## config.mk

```make
export PLATFORM = sky130hd
export DESIGN_NAME = clock_set_controller
export DESIGN_NICKNAME = d
export VERILOG_FILES = /design/src/rtl/clock_set_controller.sv
export SDC_FILE = /design/constraint.sdc
export NUM_CORES = 1
export LEC_CHECK = 0
export ABC_AREA = 0
export BUFFER_PORTS_ARGS = -buffer_cell sky130_fd_sc_hd__buf_4
export CAP_MARGIN = 25
export CORE_ASPECT_RATIO = 0.8
export CORE_MARGIN = 4
export CORE_UTILIZATION = 55
export CTS_BUF_LIST = sky130_fd_sc_hd__clkbuf_8
export CTS_CLUSTER_DIAMETER = 80
export DETAILED_ROUTE_END_ITERATION = 7
export PLACE_DENSITY = 0.71
export SLEW_MARGIN = 25
export SYNTH_ARGS = -nofsm -noshare
export SYNTH_HDL_FRONTEND = slang
export SYNTH_SLANG_ARGS = --single-unit
```

## constraint.sdc

```tcl
create_clock -name clk_100MHz -period 3.9 [get_ports clk_100MHz]
set_clock_uncertainty 0.05 [all_clocks]
set_input_delay 0.39 -clock clk_100MHz [delete_from_list [all_inputs] [get_ports clk_100MHz]]
set_output_delay 0.39 -clock clk_100MHz [all_outputs]
set_load 0.01 [all_outputs]
```

## src/rtl/clock_set_controller.sv

```systemverilog
// clock_set_controller: button-driven time-set sequencer for the binary clock.
// Debounces SELECT/INC, steps RUN->HOUR->MIN->SEC->RUN and issues increment pulses with auto-repeat.

module clock_set_controller #(
  parameter int DEB_CYCLES    = 1_000_000,
  parameter int REPEAT_DELAY  = 50_000_000,
  parameter int REPEAT_PERIOD = 10_000_000,
  parameter int BLINK_HALF    = 25_000_000,
  parameter int TIMEOUT       = 1_000_000_000
) (
  input  logic       clk_100MHz,
  input  logic       reset,
  input  logic       btn_select,
  input  logic       btn_inc,
  output logic       set_mode,
  output logic [1:0] sel_field,
  output logic       inc_hour,
  output logic       inc_min,
  output logic       inc_sec,
  output logic       blink,
  output logic [3:0] mode_at
);

  localparam int HOLD_MAX = (REPEAT_DELAY > REPEAT_PERIOD) ? REPEAT_DELAY : REPEAT_PERIOD;
  localparam int DEB_W    = $clog2(DEB_CYCLES + 1);
  localparam int HOLD_W   = $clog2(HOLD_MAX + 1);
  localparam int BLINK_W  = $clog2(BLINK_HALF + 1);
  localparam int IDLE_W   = $clog2(TIMEOUT + 1);

  // Encoding doubles as the sel_field code.
  typedef enum logic [1:0] {
    ST_RUN  = 2'b00,
    ST_HOUR = 2'b01,
    ST_MIN  = 2'b10,
    ST_SEC  = 2'b11
  } state_t;

  state_t             r_state;
  state_t             w_next;
  logic [1:0]         r_sync1;
  logic [1:0]         r_sync2;
  logic [1:0]         r_level;
  logic [1:0]         r_level_d;
  logic [DEB_W-1:0]   r_deb_cnt [2];
  logic [HOLD_W-1:0]  r_hold_cnt;
  logic               r_rep_active;
  logic               r_rep_first;
  logic [BLINK_W-1:0] r_blink_cnt;
  logic               r_blink;
  logic [IDLE_W-1:0]  r_idle;
  logic               r_inc_hour;
  logic               r_inc_min;
  logic               r_inc_sec;

  logic w_sel_evt;
  logic w_inc_evt;
  logic w_inc_level;
  logic w_timeout;
  logic w_stay;
  logic w_press_ok;
  logic w_rep_fire;
  logic w_pulse;
  logic w_enter_set;
  logic w_clear_idle;

  // Bit 0 is SELECT, bit 1 is INC: 2-flop synchroniser then stable-count debouncer.
  always_ff @(posedge clk_100MHz or posedge reset) begin
    if (reset) begin
      r_sync1   <= 2'b00;
      r_sync2   <= 2'b00;
      r_level   <= 2'b00;
      r_level_d <= 2'b00;
      for (int b = 0; b < 2; b++) begin
        r_deb_cnt[b] <= '0;
      end
    end else begin
      r_sync1   <= {btn_inc, btn_select};
      r_sync2   <= r_sync1;
      r_level_d <= r_level;
      for (int b = 0; b < 2; b++) begin
        if (r_sync2[b] == r_level[b]) begin
          r_deb_cnt[b] <= '0;
        end else if (r_deb_cnt[b] == DEB_W'(DEB_CYCLES - 1)) begin
          r_level[b]   <= r_sync2[b];
          r_deb_cnt[b] <= '0;
        end else begin
          r_deb_cnt[b] <= r_deb_cnt[b] + DEB_W'(1);
        end
      end
    end
  end

  assign w_sel_evt   = r_level[0] & ~r_level_d[0];
  assign w_inc_evt   = r_level[1] & ~r_level_d[1];
  assign w_inc_level = r_level[1];
  assign w_timeout   = (r_state != ST_RUN) && (r_idle == IDLE_W'(TIMEOUT));

  // Next state plus pulse qualification; SELECT and timeout both pre-empt INC.
  always_comb begin
    w_next     = r_state;
    w_stay     = 1'b0;
    w_press_ok = 1'b0;
    w_rep_fire = 1'b0;
    case (r_state)
      ST_RUN:  if (w_sel_evt) w_next = ST_HOUR; else w_next = ST_RUN;
      ST_HOUR: if (w_sel_evt) w_next = ST_MIN;  else if (w_timeout) w_next = ST_RUN; else w_next = ST_HOUR;
      ST_MIN:  if (w_sel_evt) w_next = ST_SEC;  else if (w_timeout) w_next = ST_RUN; else w_next = ST_MIN;
      ST_SEC:  if (w_sel_evt) w_next = ST_RUN;  else if (w_timeout) w_next = ST_RUN; else w_next = ST_SEC;
      default: w_next = ST_RUN;
    endcase
    w_stay     = (r_state != ST_RUN) && (w_next == r_state);
    w_press_ok = w_stay && w_inc_evt;
    if (r_rep_first) begin
      w_rep_fire = w_stay && r_rep_active && w_inc_level && (r_hold_cnt == HOLD_W'(REPEAT_DELAY - 1));
    end else begin
      w_rep_fire = w_stay && r_rep_active && w_inc_level && (r_hold_cnt == HOLD_W'(REPEAT_PERIOD - 1));
    end
  end

  assign w_pulse      = w_press_ok | w_rep_fire;
  assign w_enter_set  = (w_next != ST_RUN) && (w_next != r_state);
  assign w_clear_idle = w_sel_evt | w_inc_evt | w_rep_fire | (w_next != r_state);

  // State register.
  always_ff @(posedge clk_100MHz or posedge reset) begin
    if (reset) begin
      r_state <= ST_RUN;
    end else begin
      r_state <= w_next;
    end
  end

  // Auto-repeat hold counter; leaving the field or releasing INC cancels the repeat.
  always_ff @(posedge clk_100MHz or posedge reset) begin
    if (reset) begin
      r_rep_active <= 1'b0;
      r_rep_first  <= 1'b0;
      r_hold_cnt   <= '0;
    end else if (w_press_ok) begin
      r_rep_active <= 1'b1;
      r_rep_first  <= 1'b1;
      r_hold_cnt   <= '0;
    end else if (!w_stay || !w_inc_level) begin
      r_rep_active <= 1'b0;
      r_hold_cnt   <= '0;
    end else if (w_rep_fire) begin
      r_rep_first <= 1'b0;
      r_hold_cnt  <= '0;
    end else if (r_rep_active && (r_hold_cnt != HOLD_W'(HOLD_MAX))) begin
      r_hold_cnt <= r_hold_cnt + HOLD_W'(1);
    end
  end

  // Registered increment pulses, routed to the field being edited.
  always_ff @(posedge clk_100MHz or posedge reset) begin
    if (reset) begin
      r_inc_hour <= 1'b0;
      r_inc_min  <= 1'b0;
      r_inc_sec  <= 1'b0;
    end else begin
      r_inc_hour <= w_pulse && (r_state == ST_HOUR);
      r_inc_min  <= w_pulse && (r_state == ST_MIN);
      r_inc_sec  <= w_pulse && (r_state == ST_SEC);
    end
  end

  // Blink generator, restarted visible on field entry and on every increment.
  always_ff @(posedge clk_100MHz or posedge reset) begin
    if (reset) begin
      r_blink     <= 1'b1;
      r_blink_cnt <= '0;
    end else if (w_next == ST_RUN) begin
      r_blink     <= 1'b1;
      r_blink_cnt <= '0;
    end else if (w_enter_set || w_pulse) begin
      r_blink     <= 1'b1;
      r_blink_cnt <= '0;
    end else if (r_blink_cnt == BLINK_W'(BLINK_HALF - 1)) begin
      r_blink     <= ~r_blink;
      r_blink_cnt <= '0;
    end else begin
      r_blink_cnt <= r_blink_cnt + BLINK_W'(1);
    end
  end

  // Saturating idle counter for the forced return to RUN.
  always_ff @(posedge clk_100MHz or posedge reset) begin
    if (reset) begin
      r_idle <= '0;
    end else if ((r_state == ST_RUN) || w_clear_idle) begin
      r_idle <= '0;
    end else if (r_idle != IDLE_W'(TIMEOUT)) begin
      r_idle <= r_idle + IDLE_W'(1);
    end
  end

  assign set_mode  = (r_state != ST_RUN);
  assign sel_field = r_state;
  assign mode_at   = (r_state == ST_RUN) ? 4'hB : 4'hC;
  assign blink     = r_blink;
  assign inc_hour  = r_inc_hour;
  assign inc_min   = r_inc_min;
  assign inc_sec   = r_inc_sec;

endmodule

```

# ---- Word level (Yosys, flattened, before mapping)
# Index checks and enable logic that the tools add are counted.
dict set report totals {
  register_bits 137
  input_bits 4
}
dict set report op_classes {
  addsub 5
  n_mux 31
  eq_ne 16
  bitwise_logic 11
  reduce_logical 29
}
# cell n
set ops {}
lappend ops {{26-bit two-way mux} 4}
lappend ops {{20-bit two-way mux} 4}
lappend ops {{25-bit two-way mux} 3}
lappend ops {{30-bit two-way mux} 2}
lappend ops {{20-bit by 1-bit adder with 20-bit output (second input constant)} 2}
lappend ops {{20-bit equality test (second input constant)} 2}
lappend ops {{30-bit by 1-bit adder with 30-bit output (second input constant)} 1}
lappend ops {{30-bit equality test (second input constant)} 1}
lappend ops {{30-bit inequality test (second input constant)} 1}
lappend ops {{26-bit by 1-bit adder with 26-bit output (second input constant)} 1}
lappend ops {{26-bit by 24-bit equality test with 1-bit output (second input constant)} 1}
lappend ops {{26-bit equality test (second input constant)} 1}
lappend ops {{26-bit inequality test (second input constant)} 1}
lappend ops {{25-bit by 1-bit adder with 25-bit output (second input constant)} 1}
lappend ops {{25-bit equality test (second input constant)} 1}
lappend ops {{1-bit logical AND} 12}
lappend ops {{1-bit two-way mux} 11}
lappend ops {{2-bit two-way mux} 5}
lappend ops {{2-bit nonzero test} 5}
lappend ops {{2-bit one-hot mux with 4 select lines} 1}
lappend ops {{2-bit AND reduction} 3}
lappend ops {{1-bit inverter} 5}
lappend ops {{2-bit equality test (second input constant)} 2}
lappend ops {{2-bit zero test} 2}
lappend ops {{12 further kinds} 20}

# ---- Longest topological paths before layout
# Gate-level depths: netlist (run 1).
dict set report logic_depth {
  depth_word 15
  ltp_mapped 9
  mapped_depth_nobuf 7
}

# ---- Least setup slack after synthesis (run 1)
# Ideal clock, no wire load.
dict set report synth_path {
  kind {reg-to-reg}
  from {register r_idle[6]}
  to {register r_blink_cnt[10]}
  period_less_slack_ns 2.324
  stages_incl_launch_ff 8
  path_slack_ns 1.576
  required_ns 3.725
  setup_time_ns 0.125
  arrival_time_ns 2.150
  path_cell_list {dfrtp_1 -> or4_1 -> or4_4 -> nor2_1 -> nand2b_1 -> buf_2 -> buf_2 -> nor3_1}
}
dict set report synth_between {
  elab_chain_len 15
}
# item line
set synth_rtl {}
lappend synth_rtl {{start, declared} 50} ;# logic [IDLE_W-1:0] r_idle;
lappend synth_rtl {{start signal, assigned} 193} ;# r_idle <= r_idle + IDLE_W'(1);
lappend synth_rtl {{30-bit equality test (*)} 96} ;# assign w_timeout = (r_state != ST_RUN) && (r_idle == IDLE_W'(TIMEOUT));
lappend synth_rtl {{1-bit logical AND (*)} 96}
lappend synth_rtl {{2-bit two-way mux, or another cell as far along} 108} ;# ST_SEC: if (w_sel_evt) w_next = ST_RUN; else if (w_timeout) w_next = ST_RUN; else w_next = ST_SEC;
lappend synth_rtl {{2-bit two-way mux (on tied branches)} {108, 106, 107}}
lappend synth_rtl {{2-bit one-hot mux with 4 select lines (*)} 104} ;# case (r_state)
lappend synth_rtl {{2-bit equality test} 111} ;# w_stay = (r_state != ST_RUN) && (w_next == r_state);
lappend synth_rtl {{1-bit logical AND} 111}
lappend synth_rtl {{1-bit logical AND (2 in series)} {114, 116}}
lappend synth_rtl {{1-bit logical AND (on tied branches)} {116, 114}}
lappend synth_rtl {{1-bit two-way mux} 113} ;# if (r_rep_first) begin
lappend synth_rtl {{1-bit OR} 120} ;# assign w_pulse = w_press_ok | w_rep_fire;
lappend synth_rtl {{1-bit logical OR} 175} ;# end else if (w_enter_set || w_pulse) begin
lappend synth_rtl {{25-bit two-way mux} 175}
lappend synth_rtl {{25-bit two-way mux (*)} 172} ;# end else if (w_next == ST_RUN) begin
lappend synth_rtl {{end signal, assigned} 182} ;# r_blink_cnt <= r_blink_cnt + BLINK_W'(1);
lappend synth_rtl {{end, declared} 48} ;# logic [BLINK_W-1:0] r_blink_cnt;
# Every way passes the cells marked *; elsewhere a longest branch is shown, timed or not.
# A chain may end at the register's enable or synchronous reset.

# ---- Worst setup path in the final report (run 1)
dict set report layout_path {
  from {register r_hold_cnt[8]}
  to {register r_blink_cnt[21]}
}
dict set report layout_between {
  elab_chain_len 7
}
# item line
set layout_rtl {}
lappend layout_rtl {{start, declared} 45} ;# logic [HOLD_W-1:0] r_hold_cnt;
lappend layout_rtl {{start signal, assigned} 150} ;# r_hold_cnt <= r_hold_cnt + HOLD_W'(1);
lappend layout_rtl {{26-bit by 24-bit equality test with 1-bit output / 26-bit equality test (equally long branches)} {116, 114}}
lappend layout_rtl {{1-bit logical AND (on tied branches)} {116, 114}}
lappend layout_rtl {{1-bit two-way mux (*)} 113}
lappend layout_rtl {{1-bit OR (*)} 120}
lappend layout_rtl {{1-bit logical OR (*)} 175}
lappend layout_rtl {{25-bit two-way mux (*)} 175}
lappend layout_rtl {{25-bit two-way mux (*)} 172}
# Marked as above.

==> run_results.csv, run 1 <==
group,metric,value,unit
routing,antenna_left,0,
timing,tns,0,ns
clock_network,postCtsHoldBufs,3,
routing,drtPass1Iterations,5,
yosys,synthArstFlopShare,100,%
global_route,antenna_found_initial,0,
yosys,synth.net_count,716,
floorplanning,initial_core_util,56.2,%
yosys,synthFlopType,"dfrtp_1",
finish,n_fill_cell,1004,
clock_network,clockRootBuffer,"clkbuf_8",
yosys,yosysWarningCount,0,
clock_network,cts_max_level,4,
routing,routed_wl,13300,um
finish,multi_input_area,3160,sq um
pwr,max-vdd-ir-drop,0.000284,V
placed_design,dp_hpwl,8580,um
setup_path,path_class,"reg2reg",
finish,final_core_util,62.0,%
pwr,leakage,2.91,nW
finish,final_cell_area,7540,sq um
clock_network,post_cts_buffers,0,
finish,area.sequential,3430,sq um
placed_design,place.gp.congestion,0.824,
routing,route.detailed.drc,0,
setup_path,critPathRequiredTime,4.15,ns
job,maxCapViolCount,0,
floorplanning,core,12200,sq um
floorplanning,die_w,133,um
clock_network,cts_tree,"done",
finish,num_antenna_cells,0,
outcome,status,"complete, no violations",
timing,setup_violations,0,
floorplanning,placementRows,36,
yosys,synth_top_area_share,49.8,%
timing,post-route-period-util,73.3,%
placed_design,io_buffers,13,
yosys,avgSynthCellArea,9.70,sq um
finish,drive_above_1_share,8.78,%
yosys,yosysSeqAreaShare,50.2,%
routing,viasPerCell,5.72,
timing,worst_pin_slew,0.916,ns
yosys,synth_area,6840,sq um
setup_path,crit_fanout,56,
global_route,grt_usage,20.2,%
yosys,synthDistinctLibCells,42,
yosys,synth_edf_count,0,
timing,hold_violations,0,
routing,dr.first_iter.drc_count,362,
clock_network,clk_pin_slew,0.07,ns
yosys,yosysTopAreaCell,"dfrtp_1",
clock_network,clockBufferDepth,2,
global_route,overflow,0,
timing,final_max_slew_viol_count,0,
floorplanning,die_h,108,um
routing,wl_per_cell,15.1,um
floorplanning,ios,15,
timing,rsz0062_at_grt,"no",
setup_path,arrival,3.11,ns
timing,slew_headroom,38.3,%
global_route,grt_pass1_wl,23300,um
setup_path,startpoint_type,"flop",
global_route,grt_pass1_vias,4930,
clock_network,clk_latency,0.45,ns
clock_network,ctsResizeCount,0,
pwr,powerDensity,382,nW/um^2
yosys,netlist_top_cells_area,"dfrtp_1 50%, xnor2_1 8.3%, xor2_1 6.2%",
timing,min_period,2.86,ns
floorplanning,die_area,14300,sq um
setup_path,end_kind,"flop",
global_route,grt_max_degree,71,
placed_design,dpl.cell_count,846,
yosys,syn_inst,705,
routing,vias,5036,
finish,final_nets,727,
clock_network,cts-buffers-inserted,17,
finish,layoutNonFillerInstCount,881,
timing,fmax,350,MHz
placed_design,place_area,7030,sq um
min_path,min_path_type,"reg2reg",
finish,syn_to_final_growth,10.4,%
timing,hold_ws,0.319,ns
clock_network,clkSinkCount,137,
yosys,ys_ff_latch,137,
[routing by layer]
layer / vias to the layer above / track usage, % / share of wire, % / wire [um]
li1: 2469 / - / - / -
met1: 2460 / 26.5 / 47 / 6290
met2: 89 / 32.4 / 48 / 6370
met3: 18 / 5.14 / 3.5 / 466
met4: 0 / 7.64 / 1.4 / 191
met5: - / 0 / 0 / 0
[critical path, cell delays in order (launching register included)]
cell	delay [ns]
dfrtp_1	0.44
or4b_2	0.67
nor4_1	0.36
o2111ai_1	0.36
nor2_4	0.16
buf_4	0.51
nor3_1	0.14
[where the power goes]
part | switching [mW] | total (mW) | internal [mW]
registers | 0.00661 | 1.43 | 1.43
logic | 0.0396 | 0.0524 | 0.0128
clock network | 0.544 | 1.40 | 0.856
total | 0.590 | 2.89 | 2.30
[stage by stage]
step,worst slack (ns),power [mW]
after floorplan,1.58,1.50
after global placement,1.17,1.51
after detailed placement,1.08,1.51
after CTS,1.08,2.92
after global routing,0.869,3.00
final,1.04,2.89
[path summary, 6_finish.rpt]
check,cells past startpoint,slack [ns],to,startpoint
max,6,1.04,r_blink_cnt[21],r_hold_cnt[8]
min,0,0.32,r_sync2[0],r_sync1[0]
max reg2reg,6,1.04,r_blink_cnt[21],r_hold_cnt[8]
min reg2reg,0,0.32,r_sync2[0],r_sync1[0]
max in group asynchronous,4,2.35,blink,reset
min in group asynchronous,3,0.51,r_deb_cnt[11],reset
[cells by family after synthesis]
kind of cell | after synthesis | synth area share [%]
flip-flops | 137 | 50.2
AND/OR/NAND/NOR | 373 | 28.3
AO/OA/AOI/OAI | 16 | 1.50
adder cells (fa/ha/maj) | 7 | 1.28
other | 1 | 0.0549
XOR/XNOR | 113 | 14.5
multiplexers | 3 | 0.476
buffers and inverters | 55 | 3.75
[state kept, by name, summed over array words and instances, names as in the netlist]
signal,flops
blink,1
inc_hour,1
inc_min,1
inc_sec,1
r_blink_cnt,25
r_deb_cnt,40
r_hold_cnt,26
r_idle,30
r_level,2
r_level_d,2
r_rep_active,1
r_rep_first,1
r_sync1,2
r_sync2,2
sel_field,2
[synth_stat cells (3+ instances only)]
master    count
dfrtp_1     136
nor2_1       91
nor3_1       75
xnor2_1      65
xor2_1       48
nand3_1      46
nand4_1      38
nand2_1      37
nor4_1       27
inv_1        26
and3_1       12
clkbuf_1     12
and4_1       10
buf_4         9
buf_2         7
ha_1          7
o21ai_0       6
a21oi_1       5
nor2b_1       5
nor4b_1       5
nand4b_1      4
or2_2         4
or3_1         4
nor3b_1       3
or4_1         3
[final cells by class]
cell class / instances / area share, %
Clock inverter: 13 / 2.95
Sequential cell: 137 / 45.5
Clock buffer: 19 / 3.47
Multi-Input combinational cell: 513 / 41.9
Tap cell: 152 / 2.52
Timing Repair Buffer: 21 / 2.35
Inverter: 26 / 1.34
[cell usage in the layout, fill, tap and decap left out, types with 3 or more instances in the layout]
master,Yosys,final
nand4b_1,4,4
nor3_1,75,74
dlygate4sd3_1,0,3
o21ai_0,6,6
and4_1,10,10
dfrtp_1,136,136
nor4_1,27,27
clkbuf_8,0,19
bufinv_16,0,6
nor3b_1,3,3
buf_4,9,17
or2_2,4,4
xnor2_1,65,65
nor2_1,91,90
nand4_1,38,38
ha_1,7,7
nor4b_1,5,5
xor2_1,48,48
inv_1,26,26
nor2b_1,5,5
nand3_1,46,46
and3_1,12,12
nand2_1,37,37
a21oi_1,5,5
clkinvlp_4,0,3
or3_1,4,4
or4_1,3,3
clkinv_2,0,3
Note: power is estimated with default switching activity, not from simulation.
==> run 2, diff against run 1 <==
==> constraint.sdc (replaced) <==
create_clock -name clk_100MHz -period 2.35 [get_ports clk_100MHz]
set_clock_uncertainty 0.05 [all_clocks]
set_input_delay 0.235 -clock clk_100MHz [delete_from_list [all_inputs] [get_ports clk_100MHz]]
set_output_delay 0.235 -clock clk_100MHz [all_outputs]
set_load 0.01 [all_outputs]
==> run 2 against run 1 <==
Against the previous run:
- via count grew 2.1%
- sequential share of layout area shrank 1.1 points
- register-to-register slack lost 0.96 ns
- die area is the same
- sequential power grew 66%
- wire length grew 0.51%
- final cell count grew 2.6%
- clock power grew 40%
- sequential cell count is the same
- total power grew 53%
- hold slack lost 0.030 ns
- highest routed layer unchanged
==> run_results.csv, run 2 (synthesized netlist as in run 1, its figures left out) <==
group,metric,value,unit
placed_design,place.gp.congestion,0.836,
timing,setup_violations,0,
placed_design,dp_hpwl,8900,um
setup_path,r2r_slack,0.08,ns
pwr,leakage,3.02,nW
setup_path,crit_family,"simple AND/OR/NAND/NOR gates",
pwr,p_total,4.43,mW
pwr,powerDensity,573,nW/um^2
clock_network,clkSinkCount,137,
finish,num_antenna_cells,0,
setup_path,critical_path.cell_chain,"or4_1 -> or4_4 -> o21ai_4 -> nor2_4 -> buf_12 -> or3_1",
setup_path,crit_fanout,38,
timing,rsz0062_at_grt,"no",
placed_design,io_buffers,13,
floorplanning,die_h,108,um
routing,dr.first_iter.drc_count,373,
finish,final_nets,750,
global_route,grt_pass1_wl,23300,um
setup_path,critPathRequiredTime,2.68,ns
setup_path,startpoint_type,"flop",
global_route,grt_usage,20.2,%
floorplanning,die_w,133,um
timing,worst_pin_slew,0.575,ns
setup_path,end_kind,"flop",
timing,hold_ws,0.289,ns
timing,tns,0,ns
routing,routed_wl,13400,um
clock_network,cts_tree,"done",
finish,syn_to_final_growth,13.0,%
global_route,overflow,0,
clock_network,clk_pin_slew,0.08,ns
global_route,grt_pass1_vias,5054,
global_route,grt_max_degree,69,
floorplanning,initial_core_util,56.2,%
placed_design,preCtsSetupSlack,-0.00268,ns
clock_network,cts_max_level,4,
setup_path,path_class,"reg2reg",
timing,min_period,2.27,ns
job,maxCapViolCount,0,
floorplanning,placementRows,36,
outcome,status,"complete, no violations",
timing,hold_violations,0,
clock_network,clockRootBuffer,"clkbuf_8",
setup_path,crit_path_top_delay_cell,"or4_1",
routing,route.detailed.drc,0,
finish,largest_register,"r_deb_cnt",
setup_path,cp_num_buf_inv,1,
clock_network,cts-buffers-inserted,17,
placed_design,place_area,7260,sq um
clock_network,clockBufferDepth,2,
finish,largest_reg_flops,40,
routing,drtPass1Iterations,4,
setup_path,arrival,2.59,ns
placed_design,dpl.cell_count,869,
global_route,antenna_found_initial,0,
finish,area.sequential,3430,sq um
clock_network,clk_latency,0.45,ns
finish,final_cell_area,7730,sq um
finish,layout_commonest_cell,"dfrtp_1",
finish,drive_above_1_share,11.7,%
timing,slew_headroom,61.6,%
routing,viasPerCell,5.69,
timing,post-route-period-util,96.5,%
setup_path,slowest_delay,0.51,ns
timing,final_max_slew_viol_count,0,
timing,fmax,441,MHz
min_path,min_path_type,"in2async",
routing,antenna_left,0,
floorplanning,core,12200,sq um
routing,vias,5140,
floorplanning,ios,15,
timing,layout_setup_ws,0.0814,ns
finish,n_fill_cell,995,
finish,multi_input_area,3180,sq um
finish,final_cell_mix,"136 x dfrtp_1, 89 x nor2_1, 75 x nor3_1",
routing,wl_per_cell,14.8,um
finish,top_regs,"r_deb_cnt (40), r_idle (30), r_hold_cnt (26)",
pwr,max-vdd-ir-drop,0.000457,V
finish,layoutNonFillerInstCount,904,
floorplanning,die_area,14300,sq um
finish,final_core_util,63.5,%
-- run 2: changes by cell type in the layout (fill, tap and decap cells not counted), moves of 2 or more --
cell       previous run  this run
buf_4                17        34
buf_12                1         6
bufinv_16             6         3
clkinv_4              0         2
-- run 2: what timing repair did --
action / in CTS / in global routing
gates resized for setup: 2 / 4
endpoints found under the setup margin: 19 / 61
pin swaps: 0 / 3
hold buffers: 3 / 0
hold endpoints to repair: 16 / 0
setup buffers: 0 / 0
-- run 2: final cells by class --
| class | count | area share, % |
|---|---|---|
| Sequential cell | 137 | 44.4 |
| Multi-Input combinational cell | 513 | 41.2 |
| Timing Repair Buffer | 44 | 5.39 |
| Clock buffer | 18 | 3.21 |
| Tap cell | 152 | 2.46 |
| Clock inverter | 14 | 2.04 |
| Inverter | 26 | 1.31 |
-- run 2: where the power goes --
| part | switching (mW) | leakage [nW] | internal [mW] |
|---|---|---|---|
| Clock | 0.895 | 0.207 | 1.06 |
| Sequential | 0.0105 | 1.90 | 2.37 |
| Combinational | 0.0658 | 0.913 | 0.0246 |
-- run 2: routing by layer --
metal / global-route usage [%] / up-vias / share of wire, %
met1: 26.1 / 2535 / 48
met4: 8.01 / 0 / 1.9
met3: 5.84 / 17 / 3.1
met5: 0 / - / 0
li1: - / 2512 / -
met2: 32.2 / 76 / 47
-- run 2: final timing paths --
kind / from / to / depth (start not counted)
max reg2reg: r_idle[6] / blink / 6
max: r_idle[6] / blink / 6
min: reset / r_deb_cnt[12] / 3
min in group clk_100MHz: r_sync1[0] / r_sync2[0] / 0
max in group asynchronous: reset / blink / 4
min reg2reg: r_sync1[0] / r_sync2[0] / 0
-- run 2: worst reg2reg max path, stage by stage (launching register included) --
cell     delay (ns)
dfrtp_1        0.39
or4_1          0.51
or4_4          0.47
o21ai_4        0.20
nor2_4         0.07
buf_12         0.17
or3_1          0.34
